**src/rtl/dmem_store_bridge.sv**
```systemverilog
// Data-side store-buffer bridge for the pipelined core's M-stage memory port.
// Stores retire into a small FIFO without stalling. Loads are forwarded from
// the youngest matching buffered store. A load miss first drains the FIFO and
// then performs a single read over a req/ack handshake.
module dmem_store_bridge #(
  parameter int DEPTH = 4,
  parameter int AW    = 32,
  parameter int DW    = 32
) (
  input  logic          clk,
  input  logic          rst,
  input  logic          memwriteM,
  input  logic          memreadM,
  input  logic [AW-1:0] aluoutM,
  input  logic [DW-1:0] writedataM,
  output logic [DW-1:0] readdataM,
  output logic          stallM,
  output logic          mem_req,
  output logic          mem_we,
  output logic [AW-1:0] mem_addr,
  output logic [DW-1:0] mem_wdata,
  input  logic          mem_ack,
  input  logic [DW-1:0] mem_rdata
);

  localparam int PW = $clog2(DEPTH);
  localparam int CW = PW + 1;
  localparam logic [CW-1:0] FULL_CNT = CW'(DEPTH);

  typedef enum logic [1:0] {
    IDLE = 2'd0,
    WR   = 2'd1,
    RD   = 2'd2,
    DONE = 2'd3
  } state_t;

  state_t        state_r, state_s;
  logic [AW-1:0] addr_q_r [DEPTH];
  logic [DW-1:0] data_q_r [DEPTH];
  logic [PW-1:0] head_r, tail_r, idx_s;
  logic [CW-1:0] count_r;
  logic          mem_req_r, mem_we_r, req_s, we_s, cap_s;
  logic [AW-1:0] mem_addr_r, addr_s;
  logic [DW-1:0] mem_wdata_r, wdata_s, held_r;
  logic          store_s, load_s, full_s, empty_s, enq_s, pop_s;
  logic          hit_s, stall_s;
  logic [DW-1:0] hit_data_s, rdata_s;

  assign store_s = memwriteM;                // a store wins when both strobes are high
  assign load_s  = memreadM & ~memwriteM;
  assign full_s  = (count_r == FULL_CNT);
  assign empty_s = (count_r == {CW{1'b0}});
  assign enq_s   = store_s & ~full_s;        // full blocks the store even if a pop lands now
  assign pop_s   = (state_r == WR) & mem_ack;

  // Forwarding search: walk from oldest to youngest so the youngest match wins.
  always_comb begin
    hit_s      = 1'b0;
    hit_data_s = {DW{1'b0}};
    idx_s      = head_r;
    for (int k = 0; k < DEPTH; k++) begin
      idx_s = head_r + PW'(k);
      if ((CW'(k) < count_r) && (addr_q_r[idx_s][AW-1:2] == aluoutM[AW-1:2])) begin
        hit_s      = 1'b1;
        hit_data_s = data_q_r[idx_s];
      end else begin
        hit_s      = hit_s;
        hit_data_s = hit_data_s;
      end
    end
  end

  // Core-facing stall and load data, resolved combinationally in the M stage.
  always_comb begin
    stall_s = 1'b0;
    rdata_s = {DW{1'b0}};
    if (store_s) begin
      stall_s = full_s;
    end else if (load_s) begin
      if (hit_s) begin
        rdata_s = hit_data_s;
      end else if (state_r == DONE) begin
        rdata_s = held_r;
      end else begin
        stall_s = 1'b1;
      end
    end else begin
      stall_s = 1'b0;
    end
  end

  // The freeze is released immediately while reset is held.
  assign stallM    = stall_s & rst;
  assign readdataM = rdata_s;
  assign mem_req   = mem_req_r;
  assign mem_we    = mem_we_r;
  assign mem_addr  = mem_addr_r;
  assign mem_wdata = mem_wdata_r;

  // Transaction FSM: next state and next values of the registered memory port.
  always_comb begin
    state_s = state_r;
    req_s   = mem_req_r;
    we_s    = mem_we_r;
    addr_s  = mem_addr_r;
    wdata_s = mem_wdata_r;
    cap_s   = 1'b0;
    case (state_r)
      IDLE: begin
        if (!empty_s) begin
          state_s = WR;
          req_s   = 1'b1;
          we_s    = 1'b1;
          addr_s  = addr_q_r[head_r];
          wdata_s = data_q_r[head_r];
        end else if (load_s && !hit_s) begin
          state_s = RD;
          req_s   = 1'b1;
          we_s    = 1'b0;
          addr_s  = aluoutM;         // core is frozen, so this stays stable
        end else begin
          state_s = IDLE;
        end
      end
      WR: begin
        if (mem_ack) begin
          state_s = IDLE;            // gives the mandatory idle cycle between writes
          req_s   = 1'b0;
          we_s    = 1'b0;
        end else begin
          state_s = WR;
        end
      end
      RD: begin
        if (mem_ack) begin
          state_s = DONE;
          req_s   = 1'b0;
          cap_s   = 1'b1;
        end else begin
          state_s = RD;
        end
      end
      DONE: begin
        state_s = IDLE;              // the load is consumed this cycle, never reissued
      end
      default: begin
        state_s = IDLE;
        req_s   = 1'b0;
        we_s    = 1'b0;
      end
    endcase
  end

  // State and memory-port registers.
  always_ff @(posedge clk or negedge rst) begin
    if (!rst) begin
      state_r     <= IDLE;
      mem_req_r   <= 1'b0;
      mem_we_r    <= 1'b0;
      mem_addr_r  <= {AW{1'b0}};
      mem_wdata_r <= {DW{1'b0}};
    end else begin
      state_r     <= state_s;
      mem_req_r   <= req_s;
      mem_we_r    <= we_s;
      mem_addr_r  <= addr_s;
      mem_wdata_r <= wdata_s;
    end
  end

  // Read data captured on the read acknowledge, presented during DONE.
  always_ff @(posedge clk or negedge rst) begin
    if (!rst) begin
      held_r <= {DW{1'b0}};
    end else if (cap_s) begin
      held_r <= mem_rdata;
    end else begin
      held_r <= held_r;
    end
  end

  // Store FIFO: circular buffer with wrapping head/tail and an occupancy count.
  always_ff @(posedge clk or negedge rst) begin
    if (!rst) begin
      head_r  <= {PW{1'b0}};
      tail_r  <= {PW{1'b0}};
      count_r <= {CW{1'b0}};
      for (int i = 0; i < DEPTH; i++) begin
        addr_q_r[i] <= {AW{1'b0}};
        data_q_r[i] <= {DW{1'b0}};
      end
    end else begin
      if (enq_s) begin
        addr_q_r[tail_r] <= aluoutM;
        data_q_r[tail_r] <= writedataM;
        tail_r           <= tail_r + PW'(1);
      end
      if (pop_s) begin
        head_r <= head_r + PW'(1);
      end
      case ({enq_s, pop_s})
        2'b10:   count_r <= count_r + CW'(1);
        2'b01:   count_r <= count_r - CW'(1);
        default: count_r <= count_r;
      endcase
    end
  end

endmodule
```
**config.mk**
```make
export PLATFORM = sky130hd
export DESIGN_NAME = dmem_store_bridge
export DESIGN_NICKNAME = d
export VERILOG_FILES = /design/src/rtl/dmem_store_bridge.sv
export SDC_FILE = /design/constraint.sdc
export NUM_CORES = 1
export LEC_CHECK = 0
export ABC_AREA = 1
export CORE_MARGIN = 3
export CORE_UTILIZATION = 40
export CTS_BUF_LIST = sky130_fd_sc_hd__clkbuf_16
export DETAILED_ROUTE_END_ITERATION = 7
export PLACE_DENSITY_LB_ADDON = 0.1
export SLEW_MARGIN = 30
export SYNTH_ARGS = -nofsm -noshare
export SYNTH_HDL_FRONTEND = slang
export SYNTH_SLANG_ARGS = --single-unit
export TNS_END_PERCENT = 50
```
**constraint.sdc**
```tcl
create_clock -name clk -period 7.4 [get_ports clk]
set_input_delay 1.85 -clock clk [delete_from_list [all_inputs] [get_ports clk]]
set_output_delay 1.85 -clock clk [all_outputs]
set_load 0.02 [all_outputs]
```
==> metrics <==
chip width=244.9 um; Least-Margin Pin Slew=1.083 ns; Die Span Y=244.9 um; layout cells sized above 1=0.06099; number of global-route vias before repair=21010; Layout area overhead=18.78%; core region area=0.05574 mm^2; Slew HR=0.2706; syn avg cell area=6.578 um^2; Mapped Area=0.02283 mm^2; total number of H-tree levels=2; die area=0.05997 mm^2; Cell variety after synth=29; Worst EP arrival=5.24 ns; clock root buffer=clkbuf_16; grt met2 use=0.3985; Clock Latency Late Sink=0.60 ns; DR pass1 iterations=6; number of DRC markers in iteration 0=2289; Clock Skew=0.02202 ns; DR vias=23100; RSZ-0062 raised after global routing=no; Startpoint Class=input pin; postcts setup bufs=0; min cycle time layout=7.095 ns; CTS max path bufs=3; routing usage on met1=0.3797; Overflow after GRT=0; commonest non-fill, non-tap cell in the layout=nand2_1; worst-path fanout max=32; worst min path class=flop to flop; Async SR Flop Fraction=1.000; design area=0.02711 mm^2; Placed Cells incl. Taps=4253; Setup TNS Final=0 ns; Synth Register Bits=363; clock buffer count from CTS=45; Diodes inserted=0; Hold Fails Final Rpt=0; Post-DP Area=0.02546 mm^2; met3 Track Usage GR=0.06948; Warnings, synthesis=0; Mapped Cells=3470; PortBufs=199; post-CTS sizing=0; Filler Cell Count=5651; initial antenna violation count=3; Nets=3669; CTS tree=built; Lkg Pwr=13.33 nW; Post-synth EDFFs=0; hpwl dp=53720 um; Non-Filler Instances=4339; Fmax=141.0 MHz; Via-to-Cell Ratio=5.323; Final GP Congestion=0.9255; row cnt=86; CP Capture Type=output port; max-slew violations=0; largest net degree at the start of global routing=249; most common flop cell mapped by yosys=dfrtp_1; Crit Path Class=input pin to output port; sequential area share after synthesis=0.3979; Post-Syn Nets=3585; register area=0.009089 mm^2; GRT Total Usage=0.2656; WL final=81250 um; most used routing layer=met2; clock slew at reported path FFs=0.05 ns; Wirelength per Cell=18.72 um; final setup fails=0; hold-fix buffers at CTS=0; outcome=finished clean; clock sinks=363; antenna-violating nets left=0; Worst VDD drop=0.0003215 V; Multi-input gate area=0.01224 mm^2; DRC=0; critical path required time=5.55 ns; Pwr Total=13.24 mW; final worst-path cycle share=0.9587; first-pass GRT wire length=124000 um; # IOs=200; Initial Util=0.4095; most frequent cells in the layout=1458 x nand2_1, 557 x o21ai_0, 361 x dfrtp_1; Pwr Density=488.4 mW/mm^2; Max-Cap Viols=0
-- kinds of logic after synthesis --
kind of cell,after synthesis,share of synthesized area
AOI/OAI and AO/OA,741,0.1633
buffers and inverters,401,0.07027
DFF,363,0.3979
and+or+nand+nor,1880,0.3266
adders and majority gates,14,0.007674
xor gates and xnor gates,7,0.002686
muxes,64,0.03157
-- per-layer routing --
metal  vias up  routed length (um)
met5         -                  31
met4         4                2283
met3       136                7796
met2       854               34150
met1     10700               36980
li1      11400                   -
-- power by group --
group	leakage (nW)	switching (mW)	total [mW]	internal (mW)
sequential	4.54	0.628	3.56	2.93
clock	0.821	0.938	2.42	1.48
combinational	7.97	4.90	7.27	2.36
-- cell usage after synthesis, types with 4 or more instances --
cell type / number / area (um^2)
o211ai_1: 4 / 30.03
o21ai_1: 105 / 525.5
buf_1: 14 / 52.55
buf_4: 5 / 37.54
mux2_2: 64 / 720.7
o21ai_0: 558 / 2793
nand3_1: 254 / 1271
nor2_1: 131 / 491.7
nand2_1: 1466 / 5503
clkbuf_1: 135 / 506.7
inv_2: 4 / 15.01
ha_1: 14 / 175.2
nand4_1: 19 / 118.9
inv_1: 177 / 664.4
dfrtp_1: 363 / 9084
xor2_1: 5 / 43.79
buf_2: 64 / 320.3
a21oi_1: 71 / 355.3
or2_2: 4 / 25.02
-- final timing paths --
kind                                       start                        to  slack, ns  cells past startpoint
hold reg to reg              mem_req$_DFFE_PN0P_       mem_req$_DFFE_PN0P_       0.47                      2
min in group asynchronous                    rst  mem_addr[19]$_DFFE_PN0P_       1.16                      1
hold / removal               mem_req$_DFFE_PN0P_       mem_req$_DFFE_PN0P_       0.47                      2
max in group asynchronous                    rst  data_q_r[49]$_DFFE_PN0P_       3.81                      4
setup reg to reg           head_r[0]$_DFFE_PN0P_  mem_addr[19]$_DFFE_PN0P_       3.35                     17
setup / recovery                     aluoutM[31]              readdataM[3]       0.31                     17
-- critical path, stage by stage --
cell,delay (ns)
clkdlybuf4s50_1,0.63
inv_1,0.21
nand3_1,0.13
nand2_1,0.05
nor2_1,0.30
nand2_1,0.10
nor2_1,0.11
nand2_1,0.07
nor2_2,0.20
nor2_1,0.10
buf_4,0.15
a21oi_2,0.17
buf_12,0.25
o21ai_1,0.10
nor2_1,0.21
nor2_1,0.07
clkdlybuf4s50_1,0.54
-- state kept, by name, indices dropped and copies added (netlist names) --
register	count
state_r	2
mem_addr	32
tail_r	2
addr_q_r	128
held_r	32
mem_wdata	32
data_q_r	128
mem_we	1
head_r	2
mem_req	1
count_r	3
-- metrics by stage --
stage	hold WS (ns)	utilization	setup WS (ns)
after detailed placement	0.4649	0.4567	0.2919
after floorplan	0.4530	-	2.123
after global routing	0.4994	0.4864	0.1140
after CTS	0.4792	0.4855	0.2652
final	0.4734	0.4864	0.3054
after global placement	0.4569	0.4563	0.07512
-- cell type report --
| cell class | count | share of cell area |
|---|---|---|
| multi-input cells | 2706 | 0.4515 |
| flip-flops and latches | 363 | 0.3352 |
| repair buffers | 255 | 0.09419 |
| clock buffers | 46 | 0.04245 |
| well taps | 748 | 0.03452 |
| inverters | 183 | 0.02547 |
| clock inverters | 38 | 0.01666 |
No activity file was read; power rests on OpenSTA's default activity.
